--- src/rtl/pll_mode_reconfig_if.sv ---
// Avalon-MM PLL reconfig management port as seen from the sequencer.
interface pll_mode_reconfig_if;
    logic        mgmt_write;
    logic [5:0]  mgmt_address;
    logic [31:0] mgmt_writedata;
    logic        mgmt_waitrequest;

    modport master (
        output mgmt_write,
        output mgmt_address,
        output mgmt_writedata,
        input  mgmt_waitrequest
    );

    modport slave (
        input  mgmt_write,
        input  mgmt_address,
        input  mgmt_writedata,
        output mgmt_waitrequest
    );
endinterface

--- src/rtl/pll_mode_reconfig.sv ---
// Multi-mode PLL reconfiguration sequencer.
// Watches an asynchronous mode select and, on a change, replays a per-mode
// register write list on the PLL reconfig management port.
// Optional lock supervision with retries is enabled by PLL_RECFG_LOCK_CHECK_EN.
module pll_mode_reconfig #(
    parameter int unsigned         MODES      = 2,
    parameter int unsigned         MODE_W     = 1,
    parameter logic [MODES*32-1:0] FRAC_TABLE = {32'h15448515, 32'h29E2B79B},
    parameter bit                  WRITE_MC   = 1'b0,
    parameter logic [MODES*32-1:0] M_TABLE    = '0,
    parameter logic [MODES*32-1:0] C_TABLE    = '0
`ifdef PLL_RECFG_LOCK_CHECK_EN
    ,
    parameter int unsigned         LOCK_TIMEOUT = 50000,
    parameter int unsigned         MAX_RETRY    = 2
`endif
) (
    input  logic                   CLK_50M,
    input  logic                   reset,
    input  logic [MODE_W-1:0]      mode_in,
    input  logic                   locked,
    pll_mode_reconfig_if.master    mgmt,
    output logic                   busy,
    output logic [MODE_W-1:0]      cur_mode,
    output logic                   error
);

    localparam int unsigned IDX_W = 3;
    localparam logic [IDX_W-1:0] LAST_IDX = WRITE_MC ? IDX_W'(4) : IDX_W'(2);
    localparam logic [IDX_W-1:0] FRAC_IDX = LAST_IDX - IDX_W'(1);

    localparam logic [5:0] ADDR_MODE  = 6'd0;
    localparam logic [5:0] ADDR_START = 6'd2;
    localparam logic [5:0] ADDR_M     = 6'd4;
    localparam logic [5:0] ADDR_C     = 6'd5;
    localparam logic [5:0] ADDR_FRAC  = 6'd7;

    typedef enum logic [2:0] {
        S_IDLE,
        S_ISSUE,
        S_GAP,
        S_LOCKWAIT,
        S_FINISH
    } state_t;

    state_t              state;
    logic [MODE_W-1:0]   mode_meta;
    logic [MODE_W-1:0]   mode_s;
    logic [MODE_W-1:0]   tgt;
    logic [IDX_W-1:0]    idx;
    logic                write_q;
    logic [5:0]          addr_q;
    logic [31:0]         data_q;

    logic                request;
    logic [IDX_W-1:0]    lut_idx;
    logic [MODE_W+4:0]   tbl_base;
    logic [5:0]          lut_addr;
    logic [31:0]         lut_data;

`ifdef PLL_RECFG_LOCK_CHECK_EN
    localparam int unsigned TMO_W = $clog2(LOCK_TIMEOUT + 1);
    localparam int unsigned RTY_W = $clog2(MAX_RETRY + 2);

    logic                lock_meta;
    logic                lock_s;
    logic                seen_low;
    logic [TMO_W-1:0]    lock_cnt;
    logic [RTY_W-1:0]    retry;
`else
    logic                lock_unused;

    // Lock status is not supervised in this build.
    assign lock_unused = locked;
    assign error       = 1'b0;
`endif

    assign mgmt.mgmt_write     = write_q;
    assign mgmt.mgmt_address   = addr_q;
    assign mgmt.mgmt_writedata = data_q;

    // A new sequence is wanted when the synced mode is valid and differs from the programmed one.
    always_comb begin
        request = (mode_s != cur_mode) && (32'(mode_s) < MODES);
    end

    // Write-list lookup; in GAP it already points at the following entry.
    always_comb begin
        lut_idx  = (state == S_GAP) ? idx + IDX_W'(1) : idx;
        tbl_base = {tgt, 5'd0};
        lut_addr = ADDR_START;
        lut_data = 32'd0;
        if (lut_idx == IDX_W'(0)) begin
            lut_addr = ADDR_MODE;
        end else if (WRITE_MC && lut_idx == IDX_W'(1)) begin
            lut_addr = ADDR_M;
            lut_data = M_TABLE[tbl_base +: 32];
        end else if (WRITE_MC && lut_idx == IDX_W'(2)) begin
            lut_addr = ADDR_C;
            lut_data = C_TABLE[tbl_base +: 32];
        end else if (lut_idx == FRAC_IDX) begin
            lut_addr = ADDR_FRAC;
            lut_data = FRAC_TABLE[tbl_base +: 32];
        end
    end

    // Synchronisers plus sequencer FSM; all outputs registered.
    always_ff @(posedge CLK_50M) begin
        if (reset) begin
            state     <= S_IDLE;
            mode_meta <= '0;
            mode_s    <= '0;
            tgt       <= '0;
            idx       <= '0;
            write_q   <= 1'b0;
            addr_q    <= 6'd0;
            data_q    <= 32'd0;
            busy      <= 1'b0;
            cur_mode  <= '0;
`ifdef PLL_RECFG_LOCK_CHECK_EN
            lock_meta <= 1'b0;
            lock_s    <= 1'b0;
            seen_low  <= 1'b0;
            lock_cnt  <= '0;
            retry     <= '0;
            error     <= 1'b0;
`endif
        end else begin
            mode_meta <= mode_in;
            mode_s    <= mode_meta;
`ifdef PLL_RECFG_LOCK_CHECK_EN
            lock_meta <= locked;
            lock_s    <= lock_meta;
`endif
            case (state)
                S_IDLE: begin
                    if (request) begin
                        tgt   <= mode_s;
                        idx   <= '0;
                        busy  <= 1'b1;
`ifdef PLL_RECFG_LOCK_CHECK_EN
                        retry <= '0;
`endif
                        state <= S_ISSUE;
                    end
                end
                S_ISSUE: begin
                    // First cycle after IDLE or a retry sets up the write; then hold until accepted.
                    if (!write_q) begin
                        write_q <= 1'b1;
                        addr_q  <= lut_addr;
                        data_q  <= lut_data;
                    end else if (!mgmt.mgmt_waitrequest) begin
                        write_q <= 1'b0;
                        state   <= S_GAP;
                    end
                end
                S_GAP: begin
                    if (idx == LAST_IDX) begin
`ifdef PLL_RECFG_LOCK_CHECK_EN
                        lock_cnt <= '0;
                        seen_low <= 1'b0;
                        state    <= S_LOCKWAIT;
`else
                        state    <= S_FINISH;
`endif
                    end else begin
                        idx     <= lut_idx;
                        write_q <= 1'b1;
                        addr_q  <= lut_addr;
                        data_q  <= lut_data;
                        state   <= S_ISSUE;
                    end
                end
`ifdef PLL_RECFG_LOCK_CHECK_EN
                S_LOCKWAIT: begin
                    // Relock is only trusted after the PLL was seen dropping lock first.
                    if (seen_low && lock_s) begin
                        error <= 1'b0;
                        state <= S_FINISH;
                    end else if (lock_cnt == TMO_W'(LOCK_TIMEOUT - 1)) begin
                        if (retry < RTY_W'(MAX_RETRY)) begin
                            retry <= retry + RTY_W'(1);
                            idx   <= '0;
                            state <= S_ISSUE;
                        end else begin
                            error    <= 1'b1;
                            cur_mode <= tgt;
                            busy     <= 1'b0;
                            state    <= S_IDLE;
                        end
                    end else begin
                        lock_cnt <= lock_cnt + TMO_W'(1);
                        if (!lock_s) begin
                            seen_low <= 1'b1;
                        end
                    end
                end
`endif
                S_FINISH: begin
                    cur_mode <= tgt;
                    busy     <= 1'b0;
                    state    <= S_IDLE;
                end
                default: begin
                    state <= S_IDLE;
                end
            endcase
        end
    end

endmodule
--- src/flat_wrapper.sv ---
// flat-port wrapper written by rule: the top's interface ports become plain ports
module pll_mode_reconfig_flat 
#(
    parameter int unsigned         MODES      = 2,
    parameter int unsigned         MODE_W     = 1,
    parameter logic [MODES*32-1:0] FRAC_TABLE = {32'h15448515, 32'h29E2B79B},
    parameter bit                  WRITE_MC   = 1'b0,
    parameter logic [MODES*32-1:0] M_TABLE    = '0,
    parameter logic [MODES*32-1:0] C_TABLE    = '0

)
  (CLK_50M, reset, mode_in, locked, busy, cur_mode, error, mgmt_mgmt_write, mgmt_mgmt_address, mgmt_mgmt_writedata, mgmt_mgmt_waitrequest);
  pll_mode_reconfig_if mgmt_i ();
  input  logic CLK_50M;
  input  logic reset;
  input  logic [MODE_W-1:0] mode_in;
  input  logic locked;
  output logic busy;
  output logic [MODE_W-1:0] cur_mode;
  output logic error;
  output wire logic [$bits(mgmt_i.mgmt_write)-1:0] mgmt_mgmt_write;
  output wire logic [$bits(mgmt_i.mgmt_address)-1:0] mgmt_mgmt_address;
  output wire logic [$bits(mgmt_i.mgmt_writedata)-1:0] mgmt_mgmt_writedata;
  input wire logic [$bits(mgmt_i.mgmt_waitrequest)-1:0] mgmt_mgmt_waitrequest;
  assign mgmt_mgmt_write = mgmt_i.mgmt_write;
  assign mgmt_mgmt_address = mgmt_i.mgmt_address;
  assign mgmt_mgmt_writedata = mgmt_i.mgmt_writedata;
  assign mgmt_i.mgmt_waitrequest = mgmt_mgmt_waitrequest;
  pll_mode_reconfig #(.MODES(MODES), .MODE_W(MODE_W), .FRAC_TABLE(FRAC_TABLE), .WRITE_MC(WRITE_MC), .M_TABLE(M_TABLE), .C_TABLE(C_TABLE)) u_core (.CLK_50M(CLK_50M), .reset(reset), .mode_in(mode_in), .locked(locked), .mgmt(mgmt_i), .busy(busy), .cur_mode(cur_mode), .error(error));
endmodule
--- config.mk ---
export PLATFORM = sky130hd
export DESIGN_NAME = pll_mode_reconfig_flat
export DESIGN_NICKNAME = d
export VERILOG_FILES = /design/src/rtl/pll_mode_reconfig_if.sv /design/src/rtl/pll_mode_reconfig.sv /design/src/flat_wrapper.sv
export SDC_FILE = /design/constraint.sdc
export NUM_CORES = 1
export LEC_CHECK = 0
export CAP_MARGIN = 40
export CORE_MARGIN = 5
export CORE_UTILIZATION = 37
export DETAILED_ROUTE_END_ITERATION = 10
export PLACE_DENSITY_LB_ADDON = 0.12
export SKIP_CTS_REPAIR_TIMING = 1
export SLEW_MARGIN = 10
export SYNTH_ARGS = -nofsm -noshare
export SYNTH_HDL_FRONTEND = slang
export SYNTH_SLANG_ARGS = --single-unit
--- constraint.sdc ---
create_clock -name CLK_50M -period 1.7 [get_ports CLK_50M]
set_input_delay 0.34 -clock CLK_50M [delete_from_list [all_inputs] [get_ports CLK_50M]]
set_output_delay 0.34 -clock CLK_50M [all_outputs]
set_load 0.1 [all_outputs]
==> impl_metrics.toml, run 1 <==
[floorplan]
dieArea_um2 = 3950
initial_utilization_pct = 38.1
die_y_um = 62.8
coreArea_um2 = 2710
ios = 47
die-width_um = 62.8
fp-row-count = 19

[sta]
tightest_slew_ns = 0.514
rsz0062_at_grt = "no"
finalHoldViolCount = 0
max_clock_freq_mhz = 625
relSlewSlack_pct = 65.6
fin_tns_setup_ns = 0
setup_viol = 0
min_period_ns = 1.60
clock_skew_ns = 0.00102
finalMaxSlewViolations = 0
fin_crit_sh_pct = 94.1

[worst_setup_path]
worstSetupPathType = "register to register"
arrival_ns = 1.83
critPathMaxFanout = 4
critPathLaunchType = "register"
critical_path_required_ns = 1.93
rrSetupSlack_ns = 0.1
endpoint_kind = "register"

[final_layout]
drive_gt1_share_pct = 37.9
layout_common_cells = "buf_12 (29), conb_1 (14), dfxtp_1 (11), nor2_1 (10), a21oi_1 (6)"
nets = 141
diodes = 0
fin_util_pct = 57.0
area_growth_pct = 49.7
final_common_cell = "buf_12"

[yosys]
ys_ff_latch = 16
syn_avg_cell_area_um2 = 8.90
synthAdderAreaFrac_pct = 3.64
synth_flop_cell = "dfxtp_1"
synth.area.mux_share_pct = 1.94
synth_cell_types = 35
synth-warning-count = 0
ys_top_cells_by_area = "dfxtp_1 (31%), buf_4 (25%), ha_1 (3.6%)"
syn_inst = 116
yosysSeqAreaShare_pct = 31.0
synth-simple-area-share_pct = 18.8
yosys.area.top_type_share_pct = 31.0
synth_xor_area_share_pct = 1.70
async_flop_share_pct = 0
synth_top_family_by_area = "buffers and inverters"
synth_compound_area_share_pct = 13.1
synth_edf_count = 0
synth_area_leader_cell = "dfxtp_1"
syn_area_um2 = 1030

[clock_tree]
cts_root_buffer = "clkbuf_4"
clk_pin_slew_ns = 0.10
cts_tree = "yes"
htree_levels = 1
clock_sinks = 16
clk_latency_ns = 0.28
clk_path_buf_depth = 2
numCtsBuffers = 3

[power_and_ir_drop]
power.leakage_nw = 0.629
p_per_area_nw_per_um2 = 580
vdd_drop_max_v = 0.000488

[drt]
drt_iter0_markers = 17
vias = 760
wl_per_cell_um = 12.8
first_pass_iters = 4
routed_wl_um = 2090
via_per_inst = 4.66
drc = 0
ant_nets = 0

[global_route]
gr-total-overflow = 0
use_met1_pct = 12.9
busiest_layer = "met2"
met2_usage_pct = 17.1
grt_pass1_wl_um = 3460
grt.met3_usage_pct = 3.78
grt_pass1_vias = 747
antenna_found_initial = 0
grt_max_degree = 11
grt_usage_pct = 10.7

[status]
status = "finished, final reports clean"

[placement]
hpwl_um = 1660
place.port_buffers = 31
place_congestion = 0.817

[job]
drv_cap = 0

[worst_hold_path]
hold_class = "register to register"
-- state kept, by name (all words and copies together), names as in the netlist --
signal / flops
u_core.mode_meta: 1
u_core.idx: 3
u_core.mgmt.mgmt_writedata: 3
u_core.tgt: 1
u_core.state: 3
u_core.busy: 1
u_core.mgmt.mgmt_write: 1
u_core.mode_s: 1
u_core.mgmt.mgmt_address: 1
u_core.cur_mode: 1
-- critical path: stages, from the launching register on --
cell and delay, ns:
dfxtp_1 0.38, inv_1 0.10, ha_1 0.24, nor2b_2 0.18, o22ai_2 0.18, nor4b_4 0.28
a32o_1 0.20
-- worst paths after layout --
kind	from	end	depth (start not counted)
setup / recovery	u_core.idx[0]$_SDFFE_PP0P_	u_core.mgmt.mgmt_writedata[29]$_SDFFE_PP0P_	6
hold / removal	u_core.mode_meta$_SDFF_PP0_	u_core.mode_s$_SDFF_PP0_	1
setup reg to reg	u_core.idx[0]$_SDFFE_PP0P_	u_core.mgmt.mgmt_writedata[29]$_SDFFE_PP0P_	6
hold reg to reg	u_core.mode_meta$_SDFF_PP0_	u_core.mode_s$_SDFF_PP0_	1
-- stage by stage --
stage	power [mW]	hold WS, ns	area [um2]	setup WS [ns]	cells
6_report	0.896	0.446	1550	0.0995	163
5_1_grt	0.944	0.483	1550	0.00408	163
4_1_cts	0.901	0.453	1540	0.101	163
3_5_place_dp	0.649	0.429	1510	0.120	159
3_3_place_gp	0.647	0.419	1510	0.144	159
2_1_floorplan	0.631	0.412	1110	0.00546	129
-- metal layers --
| layer | part of all wire [%] | routed length, um |
|---|---|---|
| met3 | 6.1 | 127 |
| met1 | 45 | 937 |
| met2 | 48 | 1000 |
| met5 | 0 | 0 |
| met4 | 0.91 | 19 |
-- cell usage after synthesis (2+ instances only) --
cell type	count
a21oi_1	6
a32o_1	2
buf_4	35
buf_6	2
dfxtp_1	16
ha_1	3
inv_1	4
mux2i_1	2
nand2_1	3
nand2b_1	3
nand3_1	2
nor2_1	10
nor2b_1	3
nor3_1	3
xor2_1	2
-- cell families after synthesis --
group           after synthesis
compound gates               17
xor+xnor                      2
fa+ha+maj                     3
buf+inv                      42
flops                        16
mux                           2
other cells                   1
simple gates                 33
-- report_power, final --
part           internal [mW]  switching (mW)  leakage [nW]  total [mW]
clock                  0.130           0.124        0.0210       0.254
combinational         0.0461           0.200         0.475       0.246
sequential             0.385          0.0102         0.132       0.395
total                  0.562           0.334         0.629       0.896
-- cell type report --
class / count / area (um2)
Clock buffer: 4 / 36.3
Timing Repair Buffer: 37 / 648
Sequential cell: 16 / 327
Fill cell: 249 / 1160
Tap cell: 31 / 38.8
Multi-Input combinational cell: 71 / 480
Inverter: 4 / 15.0
No activity file was read; power rests on OpenSTA's default activity.
==> run 2: changes to the inputs <==
Settings changed: ABC_AREA set to 1.
==> run 2 against run 1 <==
Global-route usage shrank 0.87 points. Non-clock buffer count is 3 lower. Via count is 5.9% higher. Die area is 0.91% higher. Setup slack better by 0.055 ns. Final cell count up 15%.
==> impl_metrics.toml, run 2 <==
[worst_setup_path]
arrival_ns = 1.21
rr_endpoint = "u_core.mgmt.mgmt_writedata[29]$_SDFFE_PP0P_"
r2r_start = "u_core.idx[0]$_SDFFE_PP0P_"
critPathMaxFanout = 7
critPathSlowestCell = "dfxtp_2"
path_common_cell = "buf_12"
endpoint_kind = "output port"
r2r_cells = 9
critPathBufInv = 2
critPathTopFamily = "flip-flops"
critical_path_required_ns = 1.36
worstSetupPathType = "register to output port"
cp_cell_sequence = "buf_12 > buf_12"
max_stage_delay_ns = 0.54
rrSetupSlack_ns = 0.23
critPathLaunchType = "register"

[clock_tree]
cts_tree = "yes"
numCtsBuffers = 3
clk_path_buf_depth = 2
clock_sinks = 16
cts_root_buffer = "clkbuf_4"
clk_latency_ns = 0.30
htree_levels = 1
clk_pin_slew_ns = 0.09

[yosys]
async_flop_share_pct = 0
ys_top_cells_by_count = "buf_4 (35), nand2_1 (26), inv_1 (17), dfxtp_1 (16), a21oi_1 (11)"
yosysSeqAreaShare_pct = 30.7
synth_cell_types = 22
synth_edf_count = 0
yosysMostFrequentCell = "buf_4"
yosys.area.top_type_share_pct = 30.7
ys_top_cells_by_area = "dfxtp_1 (31%), buf_4 (25%), nand2_1 (9.4%)"
ys_ff_latch = 16
syn_inst = 141
synth_flop_cell = "dfxtp_1"
synth-warning-count = 0
synth_area_leader_cell = "dfxtp_1"
syn_area_um2 = 1040
syn_avg_cell_area_um2 = 7.40

[sta]
clock_skew_ns = 0.00573
finalHoldViolCount = 0
finalMaxSlewViolations = 0
min_period_ns = 1.55
max_clock_freq_mhz = 647
setup_viol = 0
fin_crit_sh_pct = 90.9
fin_tns_setup_ns = 0
rsz0062_at_grt = "no"

[worst_hold_path]
worst_hold_path.num_cells = 2
min_from = "u_core.mode_meta$_SDFF_PP0_"
hold_end = "u_core.mode_s$_SDFF_PP0_"
hold_class = "register to register"

[global_route]
busiest_layer = "met2"
grt.met3_usage_pct = 3.02
grt_pass1_wl_um = 3220
gr-total-overflow = 0
use_met1_pct = 12.2
met2_usage_pct = 15.4
grt_max_degree = 11
antenna_found_initial = 0
grt_pass1_vias = 749
grt_usage_pct = 9.87

[final_layout]
finalInstanceArea_um2 = 1530
fin_util_pct = 56.0
drive_gt1_share_pct = 32.1
layout_common_cells = "buf_12 (29), nand2_1 (26), inv_1 (17), conb_1 (14), dfxtp_1 (12)"
nets = 165
area_growth_pct = 46.8
fin_cells = 187
diodes = 0
final_common_cell = "buf_12"
fillCellCount = 234

[drt]
drt_iter0_markers = 14
first_pass_iters = 4
vias = 805
routed_wl_um = 1980
via_per_inst = 4.30
ant_nets = 0
wl_per_cell_um = 10.6
drc = 0

[power_and_ir_drop]
p_per_area_nw_per_um2 = 1270
power.leakage_nw = 0.670
finalPower_mw = 1.95
vdd_drop_max_v = 0.00146

[floorplan]
coreArea_um2 = 2730
die_y_um = 63.1
ios = 47
fp-row-count = 19
initial_utilization_pct = 38.2
dieArea_um2 = 3980
die-width_um = 63.1

[placement]
dpl_cell_area_um2 = 1500
place.port_buffers = 31
hpwl_um = 1650
place_congestion = 0.800
dp.cells = 183

[status]
status = "finished, final reports clean"

[job]
drv_cap = 0
run 2: changes by cell type after synthesis, moves of 3 or more:
cell / delta
inv_1: +13
nand2_1: +23
nand3_2: +3
nand2b_1: -3
nor2b_1: -3
nor2_1: -3
a21oi_1: +5
nand3_1: +4
nand2_2: +3
run 2: logic make-up after synthesis:
kind of cell / synth area share (%)
buffers and inverters: 32.0
other: 0.359
XOR/XNOR: 0.839
flip-flops: 30.7
AND/OR/NAND/NOR: 24.1
adder cells (fa/ha/maj): 3.60
AO/OA/AOI/OAI: 8.39
run 2: metrics by stage:
step	setup WS, ns	hold WS (ns)
after floorplan	0.161	0.388
after global placement	0.245	0.392
after detailed placement	0.193	0.396
after CTS	0.141	0.410
after global routing	0.0713	0.460
final	0.155	0.407
run 2: how the worst max path moves through the flow:
stage	start	to	cells after the start
2_1_floorplan	u_core.mgmt.mgmt_write$_SDFFE_PP0P_	u_core.mgmt.mgmt_writedata[28]$_SDFFE_PP0P_	5
3_3_place_gp	reset	u_core.mgmt.mgmt_write$_SDFFE_PP0P_	4
3_5_place_dp	reset	u_core.state[2]$_SDFFE_PP0P_	3
4_1_cts	u_core.mgmt.mgmt_writedata[29]$_SDFFE_PP0P_	mgmt_mgmt_writedata[13]	2
5_1_grt	u_core.idx[0]$_SDFFE_PP0P_	u_core.mgmt.mgmt_writedata[28]$_SDFFE_PP0P_	9
6_report	u_core.mgmt.mgmt_writedata[29]$_SDFFE_PP0P_	mgmt_mgmt_writedata[7]	2
run 2: power by group:
group	internal (mW)	switching, mW
registers	0.448	0.0831
clock network	0.131	0.128
logic	0.340	0.821
run 2: cell type report:
type	count	area, um2	share of cell area (%)
Timing Repair Buffer	34	626	40.8
Multi-Input combinational cell	84	438	28.6
Clock buffer	4	36.3	2.37
Sequential cell	16	325	21.2
Tap cell	31	38.8	2.53
Inverter	18	67.6	4.41
run 2: layer usage:
metal,up-vias,share of wire [%],wire [um]
met2,31,49,960
met1,355,44,861
met5,-,0,0
met4,0,1.2,23
met3,2,6.6,131
li1,417,-,-
run 2: tightest hold or removal path: stages (launching register included):
cell     delay, ns
dfxtp_1       0.31
inv_1         0.04
nor2_1        0.03
==> run 3: changes to the inputs <==
Settings changed: GPL_TIMING_DRIVEN set to 0.
==> run 3 against run 2 <==
Power up 3.0%. Global-route usage up 3.3 points. Sequential share of layout area down 3.9 points. Die area unchanged. Highest routed layer unchanged. Non-clock buffer count up 53. Critical endpoint is now u_core.mgmt.mgmt_writedata[28]$_SDFFE_PP0P_. Sequential cell count unchanged. Clock skew up 0.0022 ns. Final area up 26%. First-iteration DRC count up 21%. Utilization up 15 points. Clock-buffer cell count unchanged. Final cell count up 28%.
==> impl_metrics.toml, run 3 (synthesis gave the netlist of run 2 again) <==
[status]
status = "finished, final reports clean"

[worst_setup_path]
critPathSlowestCell = "dfxtp_1"
critPathMaxFanout = 5
crit_start = "u_core.state[1]$_SDFFE_PP0P_"
critical_path_required_ns = 1.91
cp_cell_sequence = "nand2_1 > nor2_1 > ha_1 > nor2_2 > nand3_1 > a21oi_1"
max_stage_delay_ns = 0.43
arrival_ns = 1.73
critPathLaunchType = "register"
worstSetupPathType = "register to register"
endpoint_kind = "register"
r2r_start = "u_core.state[1]$_SDFFE_PP0P_"
rrSetupSlack_ns = 0.17

[power_and_ir_drop]
vdd_drop_max_v = 0.000956
finalPower_mw = 2.01
power.leakage_nw = 0.987
p_per_area_nw_per_um2 = 1040

[drt]
vias = 1000
ant_nets = 0
drc = 0
via_per_inst = 4.17
drt_iter0_markers = 17
wl_per_cell_um = 11.4
first_pass_iters = 4
routed_wl_um = 2740

[final_layout]
final_common_cell = "buf_4"
finalInstanceArea_um2 = 1930
nets = 218
drive_gt1_share_pct = 48.3
diodes = 0
layout_common_cells = "buf_4 (53), buf_12 (28), nand2_1 (26), inv_1 (17), conb_1 (14)"
fillCellCount = 213
fin_util_pct = 70.7
area_growth_pct = 85.1

[clock_tree]
clk_path_buf_depth = 2
htree_levels = 1
clk_pin_slew_ns = 0.10
cts_tree = "yes"
numCtsBuffers = 3
cts_root_buffer = "clkbuf_4"
clock_sinks = 16
clk_latency_ns = 0.29

[job]
drv_cap = 0

[worst_hold_path]
hold_class = "register to register"
min_from = "u_core.mode_meta$_SDFF_PP0_"

[placement]
hpwl_um = 2300
pre_cts_ws_ns = 0.0527
place.port_buffers = 31
place_congestion = 0.802
dpl_cell_area_um2 = 1870

[global_route]
grt_usage_pct = 13.2
antenna_found_initial = 0
gr-total-overflow = 0
grt_pass1_wl_um = 4250
grt_max_degree = 13
grt_pass1_vias = 999

[floorplan]
dieArea_um2 = 3980
die-width_um = 63.1
ios = 47
fp-row-count = 19
initial_utilization_pct = 38.2
die_y_um = 63.1
coreArea_um2 = 2730

[sta]
hold_slack_ns = 0.409
clock_skew_ns = 0.00791
fin_crit_sh_pct = 89.8
finalMaxSlewViolations = 0
max_clock_freq_mhz = 655
finalHoldViolCount = 0
setup_viol = 0
fin_ws_ns = 0.174
rsz0062_at_grt = "no"
min_period_ns = 1.53
==> run 3: changes by cell type in the layout (fill, tap and decap cells not counted), sizes merged <==
| cell | previous run | this run |
|---|---|---|
| buf | 31 | 81 |
| dlymetal6s2s | 0 | 2 |
| clkbuf | 4 | 5 |
==> run 3: routing by layer <==
metal  global-route usage, %  wire (um)
met3                    3.37        146
met4                    5.31         85
met5                       0          0
met2                    25.5       1560
met1                    12.9        952
==> run 3: final timing paths <==
kind / to / cells after the start
hold reg to reg: u_core.mode_s$_SDFF_PP0_ / 2
setup / recovery: u_core.mgmt.mgmt_writedata[28]$_SDFFE_PP0P_ / 6
setup reg to reg: u_core.mgmt.mgmt_writedata[28]$_SDFFE_PP0P_ / 6
hold / removal: u_core.mode_s$_SDFF_PP0_ / 2
==> run 3: layout make-up <==
cell class                 count  area, um2  share of cell area (%)
buffer                        36        267                    13.8
clock buffer                   4       36.3                    1.88
inverter                      18       67.6                    3.50
multi-input combinational     84        438                    22.7
sequential                    16        334                    17.3
tap                           31       38.8                    2.01
timing repair buffer          51        751                    38.9
==> run 3: worst max-delay path, delay by kind of cell (launching register included) <==
kind,cells,cell delay (ns)
flip-flops,1,0.43
AO/OA/AOI/OAI,1,0.14
AND/OR/NAND/NOR,4,0.56
adder cells (fa/ha/maj),1,0.31
==> run 3: through the flow <==
stage               setup TNS [ns]  std cells
global route                     0        240
CTS                          -5.26        248
finish                           0        240
global placement             -6.85        216
detailed placement               0        244
floorplan                        0        154
==> run 3: report_power, final <==
part / leakage (nW) / internal, mW / total, mW / switching [mW]
Combinational: 0.832 / 0.392 / 1.23 / 0.837
Clock: 0.0210 / 0.130 / 0.256 / 0.126
Sequential: 0.134 / 0.447 / 0.525 / 0.0780
Total: 0.987 / 0.969 / 2.01 / 1.04
